File: src/rtl/vm_pkg.sv
// Shared types and sizes for the page-table walker and its clock-hand replacer.
package vm_pkg;

  localparam int unsigned VPN_W      = 8;
  localparam int unsigned PPN_W      = 6;
  localparam int unsigned CNT_W      = 16;
  localparam int unsigned NUM_FRAMES = 64;
  localparam int unsigned NUM_PAGES  = 256;

  typedef struct packed {
    logic             valid;
    logic             dirty;
    logic             referenced;
    logic [PPN_W-1:0] ppn;
  } pte_t;

  typedef struct packed {
    logic             used;
    logic [VPN_W-1:0] owner;
  } frame_t;

  typedef enum logic [2:0] {
    S_IDLE,
    S_LOOKUP,
    S_UPDATE,
    S_SCAN_F,
    S_SCAN_P,
    S_ALLOC,
    S_RESP,
    S_CLEAR
  } walk_state_e;

endpackage

File: src/rtl/page_table_walker_if.sv
// Walk request / response / eviction bus between the TLB side and the walker.
interface page_table_walker_if;
  import vm_pkg::*;

  logic             req_valid;
  logic             req_ready;
  logic [VPN_W-1:0] req_vpn;
  logic             req_write;
  logic             resp_valid;
  logic             resp_ready;
  logic [PPN_W-1:0] resp_ppn;
  logic             resp_fault;
  logic             evict_valid;
  logic [VPN_W-1:0] evict_vpn;
  logic             evict_dirty;

  modport slave (
    input  req_valid, req_vpn, req_write, resp_ready,
    output req_ready, resp_valid, resp_ppn, resp_fault,
           evict_valid, evict_vpn, evict_dirty
  );

  modport master (
    output req_valid, req_vpn, req_write, resp_ready,
    input  req_ready, resp_valid, resp_ppn, resp_fault,
           evict_valid, evict_vpn, evict_dirty
  );

endinterface

File: src/rtl/page_table_walker_clock_hand_replacer.sv
// Frame table and clock hand: exposes the frame under the hand, advances the
// hand on a second-chance skip and claims the frame on allocation.
module clock_hand_replacer
  import vm_pkg::*;
(
  input  logic             clk,
  input  logic             rst,
  input  logic             advance_i,
  input  logic             alloc_i,
  input  logic [VPN_W-1:0] alloc_vpn_i,
  output logic [PPN_W-1:0] hand_o,
  output logic             used_o,
  output logic [VPN_W-1:0] owner_o
);

  frame_t           frames_q [NUM_FRAMES];
  logic [PPN_W-1:0] hand_q;

  // Frame ownership and hand position; the hand wraps naturally at 64.
  always_ff @(posedge clk) begin
    if (rst) begin
      hand_q <= '0;
      for (int unsigned i = 0; i < NUM_FRAMES; i++) frames_q[i] <= '0;
    end else if (alloc_i) begin
      frames_q[hand_q] <= '{used: 1'b1, owner: alloc_vpn_i};
      hand_q           <= hand_q + 1'b1;
    end else if (advance_i) begin
      hand_q <= hand_q + 1'b1;
    end
  end

  assign hand_o  = hand_q;
  assign used_o  = frames_q[hand_q].used;
  assign owner_o = frames_q[hand_q].owner;

endmodule

File: src/rtl/page_table_walker.sv
// Page-table walker: translates VPN to PPN from a 256-entry page table, allocates
// frames on faults with clock replacement, and serves reference-bit clears.
// Optional macro STATS_EN adds saturating walk/fault/evict counters.
module page_table_walker
  import vm_pkg::*;
(
  input  logic                  clk,
  input  logic                  rst,
  input  logic                  clear_refer,
  page_table_walker_if.slave    bus
`ifdef STATS_EN
  ,
  output logic [CNT_W-1:0]      stat_walks,
  output logic [CNT_W-1:0]      stat_faults,
  output logic [CNT_W-1:0]      stat_evicts
`endif
);

  walk_state_e      state_q, state_d;
  pte_t             pt_q [NUM_PAGES];
  logic [VPN_W-1:0] vpn_q;
  logic             write_q;
  logic [PPN_W-1:0] resp_ppn_q;
  logic             resp_fault_q;
  logic             evict_valid_q, evict_dirty_q;
  logic [VPN_W-1:0] evict_vpn_q;
  logic             clr_prev_q, clr_pend_q;
  logic [VPN_W-1:0] clr_idx_q;

  logic [PPN_W-1:0] hand;
  logic             frame_used;
  logic [VPN_W-1:0] frame_owner;
  logic             advance, alloc, req_fire, go_clear, clr_edge;
  logic             cur_valid, cur_dirty, own_ref, own_dirty;
  logic [PPN_W-1:0] cur_ppn;

  assign cur_valid = pt_q[vpn_q].valid;
  assign cur_dirty = pt_q[vpn_q].dirty;
  assign cur_ppn   = pt_q[vpn_q].ppn;
  assign own_ref   = pt_q[frame_owner].referenced;
  assign own_dirty = pt_q[frame_owner].dirty;
  assign clr_edge  = clear_refer && !clr_prev_q;

  clock_hand_replacer u_replacer (
    .clk         (clk),
    .rst         (rst),
    .advance_i   (advance),
    .alloc_i     (alloc),
    .alloc_vpn_i (vpn_q),
    .hand_o      (hand),
    .used_o      (frame_used),
    .owner_o     (frame_owner)
  );

  // Walk sequencing: a pending clear pre-empts a waiting request in IDLE.
  always_comb begin
    state_d       = state_q;
    advance       = 1'b0;
    alloc         = 1'b0;
    req_fire      = 1'b0;
    go_clear      = 1'b0;
    bus.req_ready = 1'b0;
    case (state_q)
      S_IDLE: begin
        if (clr_pend_q) begin
          go_clear = 1'b1;
          state_d  = S_CLEAR;
        end else begin
          bus.req_ready = 1'b1;
          if (bus.req_valid) begin
            req_fire = 1'b1;
            state_d  = S_LOOKUP;
          end
        end
      end
      S_LOOKUP: state_d = cur_valid ? S_UPDATE : S_SCAN_F;
      S_UPDATE: state_d = S_RESP;
      S_SCAN_F: state_d = frame_used ? S_SCAN_P : S_ALLOC;
      S_SCAN_P: begin
        if (own_ref) begin
          advance = 1'b1;
          state_d = S_SCAN_F;
        end else begin
          state_d = S_ALLOC;
        end
      end
      S_ALLOC: begin
        alloc   = 1'b1;
        state_d = S_RESP;
      end
      S_RESP:  if (bus.resp_ready) state_d = S_IDLE;
      S_CLEAR: if (clr_idx_q == '1) state_d = S_IDLE;
      default: state_d = S_IDLE;
    endcase
  end

  // State register, page-table updates and registered response/evict outputs.
  always_ff @(posedge clk) begin
    if (rst) begin
      state_q       <= S_IDLE;
      vpn_q         <= '0;
      write_q       <= 1'b0;
      resp_ppn_q    <= '0;
      resp_fault_q  <= 1'b0;
      evict_valid_q <= 1'b0;
      evict_dirty_q <= 1'b0;
      evict_vpn_q   <= '0;
      clr_prev_q    <= 1'b0;
      clr_pend_q    <= 1'b0;
      clr_idx_q     <= '0;
      for (int unsigned i = 0; i < NUM_PAGES; i++) pt_q[i] <= '0;
    end else begin
      state_q       <= state_d;
      clr_prev_q    <= clear_refer;
      clr_pend_q    <= (clr_pend_q && !go_clear) || clr_edge;
      evict_valid_q <= 1'b0;
      if (req_fire) begin
        vpn_q   <= bus.req_vpn;
        write_q <= bus.req_write;
      end
      case (state_q)
        S_UPDATE: begin
          pt_q[vpn_q].referenced <= 1'b1;
          pt_q[vpn_q].dirty      <= cur_dirty | write_q;
          resp_ppn_q             <= cur_ppn;
          resp_fault_q           <= 1'b0;
        end
        S_SCAN_P: begin
          if (own_ref) begin
            pt_q[frame_owner].referenced <= 1'b0;
          end else begin
            pt_q[frame_owner] <= '0;
            evict_valid_q     <= 1'b1;
            evict_vpn_q       <= frame_owner;
            evict_dirty_q     <= own_dirty;
          end
        end
        S_ALLOC: begin
          pt_q[vpn_q]  <= '{valid: 1'b1, dirty: write_q, referenced: 1'b1, ppn: hand};
          resp_ppn_q   <= hand;
          resp_fault_q <= 1'b1;
        end
        S_RESP: begin
          if (bus.resp_ready) begin
            resp_ppn_q   <= '0;
            resp_fault_q <= 1'b0;
          end
        end
        S_CLEAR: begin
          pt_q[clr_idx_q].referenced <= 1'b0;
          clr_idx_q                  <= clr_idx_q + 1'b1;
        end
        default: ;
      endcase
    end
  end

  assign bus.resp_valid  = (state_q == S_RESP);
  assign bus.resp_ppn    = resp_ppn_q;
  assign bus.resp_fault  = resp_fault_q;
  assign bus.evict_valid = evict_valid_q;
  assign bus.evict_vpn   = evict_vpn_q;
  assign bus.evict_dirty = evict_dirty_q;

`ifdef STATS_EN
  logic [CNT_W-1:0] walks_q, faults_q, evicts_q;

  // Saturating event counters.
  always_ff @(posedge clk) begin
    if (rst) begin
      walks_q  <= '0;
      faults_q <= '0;
      evicts_q <= '0;
    end else begin
      if (req_fire && walks_q != '1)       walks_q  <= walks_q + 1'b1;
      if (alloc && faults_q != '1)         faults_q <= faults_q + 1'b1;
      if (evict_valid_q && evicts_q != '1) evicts_q <= evicts_q + 1'b1;
    end
  end

  assign stat_walks  = walks_q;
  assign stat_faults = faults_q;
  assign stat_evicts = evicts_q;
`endif

endmodule

File: src/flat_wrapper.sv
// flat-port wrapper written by rule: the top's interface ports become plain ports
module page_table_walker_flat import vm_pkg::*;
  (clk, rst, clear_refer, bus_req_valid, bus_req_vpn, bus_req_write, bus_resp_ready, bus_req_ready, bus_resp_valid, bus_resp_ppn, bus_resp_fault, bus_evict_valid, bus_evict_vpn, bus_evict_dirty);
  page_table_walker_if bus_i ();
  input  logic clk;
  input  logic rst;
  input  logic clear_refer;
  input wire logic [$bits(bus_i.req_valid)-1:0] bus_req_valid;
  input wire logic [$bits(bus_i.req_vpn)-1:0] bus_req_vpn;
  input wire logic [$bits(bus_i.req_write)-1:0] bus_req_write;
  input wire logic [$bits(bus_i.resp_ready)-1:0] bus_resp_ready;
  output wire logic [$bits(bus_i.req_ready)-1:0] bus_req_ready;
  output wire logic [$bits(bus_i.resp_valid)-1:0] bus_resp_valid;
  output wire logic [$bits(bus_i.resp_ppn)-1:0] bus_resp_ppn;
  output wire logic [$bits(bus_i.resp_fault)-1:0] bus_resp_fault;
  output wire logic [$bits(bus_i.evict_valid)-1:0] bus_evict_valid;
  output wire logic [$bits(bus_i.evict_vpn)-1:0] bus_evict_vpn;
  output wire logic [$bits(bus_i.evict_dirty)-1:0] bus_evict_dirty;
  assign bus_i.req_valid = bus_req_valid;
  assign bus_i.req_vpn = bus_req_vpn;
  assign bus_i.req_write = bus_req_write;
  assign bus_i.resp_ready = bus_resp_ready;
  assign bus_req_ready = bus_i.req_ready;
  assign bus_resp_valid = bus_i.resp_valid;
  assign bus_resp_ppn = bus_i.resp_ppn;
  assign bus_resp_fault = bus_i.resp_fault;
  assign bus_evict_valid = bus_i.evict_valid;
  assign bus_evict_vpn = bus_i.evict_vpn;
  assign bus_evict_dirty = bus_i.evict_dirty;
  page_table_walker u_core (.clk(clk), .rst(rst), .clear_refer(clear_refer), .bus(bus_i));
endmodule
File: config.mk
export PLATFORM = sky130hd
export DESIGN_NAME = page_table_walker_flat
export DESIGN_NICKNAME = d
export VERILOG_FILES = /design/src/rtl/vm_pkg.sv /design/src/rtl/page_table_walker_if.sv /design/src/rtl/page_table_walker_clock_hand_replacer.sv /design/src/rtl/page_table_walker.sv /design/src/flat_wrapper.sv
export SDC_FILE = /design/constraint.sdc
export NUM_CORES = 2
export LEC_CHECK = 0
export BUFFER_PORTS_ARGS = -buffer_cell sky130_fd_sc_hd__buf_2
export CAP_MARGIN = 20
export CORE_MARGIN = 8
export CORE_UTILIZATION = 55
export CTS_CLUSTER_SIZE = 25
export DETAILED_ROUTE_END_ITERATION = 7
export HOLD_SLACK_MARGIN = 0.03
export PLACE_DENSITY = 0.7
export SYNTH_ARGS = -nofsm -noshare
export SYNTH_HDL_FRONTEND = slang
export SYNTH_SLANG_ARGS = --single-unit
File: constraint.sdc
create_clock -name clk -period 7.5 [get_ports clk]
set_input_delay 1.5 -clock clk [delete_from_list [all_inputs] [get_ports clk]]
set_output_delay 1.5 -clock clk [all_outputs]
set_load 0.1 [all_outputs]
==> impl_metrics.json <==
{
  "grt_pass1_vias": 86000,
  "synth.most_common_cell": "edfxtp_1",
  "num_rows": 182,
  "period_share_pct": 101,
  "root_buffer": "clkbuf_16",
  "multi_input_area_um2": 44200,
  "worst_slack_ns": -0.0733,
  "via_per_inst": 6.74,
  "r2r-end": "u_core.pt_q[159][3]",
  "yosysWarnings": 0,
  "end_kind": "flop",
  "hold_viol_final": 0,
  "dieArea_um2": 263000,
  "fin_cells": 13500,
  "rsz0062_at_grt": "false",
  "crit_path_start_kind": "flop",
  "clkPwrFrac_pct": 35.0,
  "cts_sinks": 2939,
  "fin_crit_ns": 7.57,
  "setup-tns-final_ns": -0.760,
  "syn_area_um2": 136000,
  "power_density_nw_per_um2": 295,
  "synth_top_cell_area_share_pct": 62.4,
  "grt_antenna_before_repair": 30,
  "syn_to_final_growth_pct": 10.7,
  "fmax_mhz": 132,
  "io_buffers": 32,
  "placed_cells": 12900,
  "synth_nets": 10300,
  "grt_use_total_pct": 31.1,
  "reg2reg_depth": 12,
  "peakVddDrop_mv": 0.243,
  "initial_utilization_pct": 55.2,
  "clkLatencyLatePin_ns": 0.96,
  "setup_viol": 14,
  "ioPinCount": 33,
  "power_frac_seq_pct": 43.6,
  "gp_congestion": 0.999,
  "status": "finished with violations",
  "min_from": "u_core.u_replacer.frames_q[39][8]",
  "hold_class": "flop to flop",
  "seqCellArea_um2": 87100,
  "drt_pre_antenna_iters": 7,
  "relSlewSlack_pct": 6.51,
  "cp_max_fo": 25,
  "wl_per_cell_um": 31.2,
  "antenna_left": 0,
  "r2r_slack_ns": -0.07,
  "drive_above_1_share_pct": 18.5,
  "p_int_w": 0.0309,
  "synth_cells": 10300,
  "yosys_most_used_dff": "edfxtp_1",
  "die_width_um": 512,
  "holdPathEnd": "u_core.u_replacer.frames_q[39][8]",
  "post-layout-total-power_w": 0.0443,
  "tightest_slew_ns": 1.40,
  "core_area_um2": 245000,
  "arrival_ns": 8.13,
  "maxCapViolCount": 0,
  "synth_edf_count": 2816,
  "switching_share_pct": 30.2,
  "drt_iter0_drc": 15500,
  "p_comb_share_pct": 21.4,
  "synth_top_area_cell": "edfxtp_1",
  "p_switching_w": 0.0134,
  "cellLeakagePower_nw": 49.1,
  "num_vias": 90800,
  "synth_area_per_cell_um2": 13.2,
  "route.detailed.drc": 0,
  "synth-async-reset-ratio_pct": 0,
  "grt_overflow": 0,
  "required_ns": 8.06,
  "fill_cells": 18100,
  "synth_common_cells": "edfxtp_1 (2816), nor2_1 (2456), clkbuf_1 (909), mux4_2 (800), nand2_1 (651)",
  "ys_types": 78,
  "nNetsFinal": 10000,
  "grt_pass1_wl_um": 603000,
  "grt_max_degree": 182,
  "synth_top_cells_by_area": "edfxtp_1 (62%), mux4_2 (13%), nor2_1 (6.8%), clkbuf_1 (2.5%), and2_1 (2.4%)",
  "path_class": "flop to flop",
  "slew_viol_final": 0,
  "finClkSkew_ns": 0.0746,
  "htreeDepth": 5,
  "cts_buffers": 310,
  "cts_tree": "yes",
  "dp_hpwl_um": 280000,
  "totalWireLength_um": 421000,
  "synth-seq-area-share_pct": 64.2,
  "violations": "negative setup slack",
  "cts_max_path_buffers": 4,
  "synth-seq-cells": 2939,
  "clk_pin_slew_ns": 0.06,
  "hold_depth": 1,
  "die_height_um": 512
}
## area by class of cell
cell class / instances / area share (%)
Antenna cell: 12 / 0.0200
Inverter: 11 / 0.0325
Sequential cell: 2939 / 58.0
Clock inverter: 175 / 1.27
Multi-Input combinational cell: 6204 / 29.5
Tap cell: 3220 / 2.68
Clock buffer: 371 / 5.45
Timing Repair Buffer: 549 / 3.10
## logic make-up after synthesis
kind of cell             count (synthesis)  synth area share, %
multiplexers                           977                 14.6
AO/OA/AOI/OAI                         1272                 5.41
AND/OR/NAND/NOR                       3948                 12.4
buffers and inverters                 1133                 3.36
adder cells (fa/ha/maj)                  2               0.0185
XOR/XNOR                                 5               0.0323
flip-flops                            2939                 64.2
## per-stage QoR
stage	util [%]	worst slack (ns)	instance area [µm²]	hold slack, ns
6_report	61.2	-0.0733	150000	0.450
5_1_grt	61.1	0.0102	150000	0.461
4_1_cts	61.1	0.147	150000	0.453
3_5_place_dp	57.0	0.197	140000	0.439
3_3_place_gp	57.0	-0.120	140000	0.431
2_1_floorplan	-	2.43	136000	0.421
## cells in the final DEF, fill, tap and decap left out, types with 19 or more instances in the layout
cell,netlist,final
edfxtp_1,2816,2816
nor2_1,2456,2441
mux4_2,800,800
nand2_1,651,637
o21ai_0,619,612
and2_1,521,520
buf_4,29,449
a21oi_1,338,338
clkbuf_16,0,314
mux2i_1,159,159
nand3_1,153,153
dfxtp_1,123,107
a21o_1,66,66
clkinv_2,0,55
buf_12,0,51
a22oi_1,48,48
clkinv_1,0,47
clkbuf_1,909,46
buf_2,85,43
bufinv_16,0,37
nand4_1,29,29
and3_1,28,28
a211oi_1,29,28
nor3_1,27,19
a22o_1,19,19
## worst max-delay path: stages, from the launching register on
cell      delay [ns]
dfxtp_1         0.97
nor2_1          0.42
o221ai_1        0.23
o22ai_1         0.11
a221oi_1        0.93
nand2_2         0.62
buf_4           0.46
o21ai_0         0.66
nand2_1         0.30
nor2_2          0.76
buf_4           0.46
nand2_1         0.35
o21ai_0         0.86
## power by group through the flow
stage | Combinational, W | Sequential [W] | Clock, W
3_3_place_gp | 0.00894 | 0.0196 | 0
2_1_floorplan | 0.00543 | 0.0194 | 0
4_1_cts | 0.00907 | 0.0193 | 0.0155
6_report | 0.00949 | 0.0193 | 0.0155
5_1_grt | 0.00963 | 0.0194 | 0.0161
3_5_place_dp | 0.00903 | 0.0197 | 0
## timing repair
item / 4_1_cts / 5_1_grt
hold buffers: 0 / 0
resized for setup: 0 / 7
setup endpoints to repair: 0 / 1259
buffers inserted: 0 / 1
## worst max path at each step
stage          from                  end  cells after the start
5_1_grt        flop  u_core.pt_q[159][4]                     12
2_1_floorplan  flop  u_core.pt_q[100][0]                     21
3_5_place_dp   flop  u_core.pt_q[133][0]                     19
4_1_cts        flop  u_core.pt_q[133][8]                     19
6_report       flop  u_core.pt_q[159][3]                     12
3_3_place_gp   flop  u_core.pt_q[133][1]                     17
## state kept, by name, indices dropped and copies added (netlist names), named ones only
| signal | flops |
|---|---|
| u_core.bus.resp_fault | 1 |
| u_core.clr_idx_q | 8 |
| u_core.bus.resp_ppn | 6 |
| u_core.vpn_q | 8 |
| u_core.u_replacer.frames_q | 576 |
| u_core.state_q | 3 |
| u_core.bus.evict_valid | 1 |
| u_core.bus.evict_vpn | 8 |
| u_core.u_replacer.hand_o | 6 |
| u_core.pt_q | 2304 |
| u_core.clr_pend_q | 1 |
| u_core.clr_prev_q | 1 |
| u_core.write_q | 1 |
| u_core.bus.evict_dirty | 1 |
## metal layers
layer  share of wire (%)  vias up  track usage (%)
met2                  45     7460             47.0
met1                  34    44900             41.1
li1                    -    37000                -
met5               0.044        -                0
met3                  14     1356             9.13
met4                 6.5       24             16.4
No activity file was read; power rests on OpenSTA's default activity.
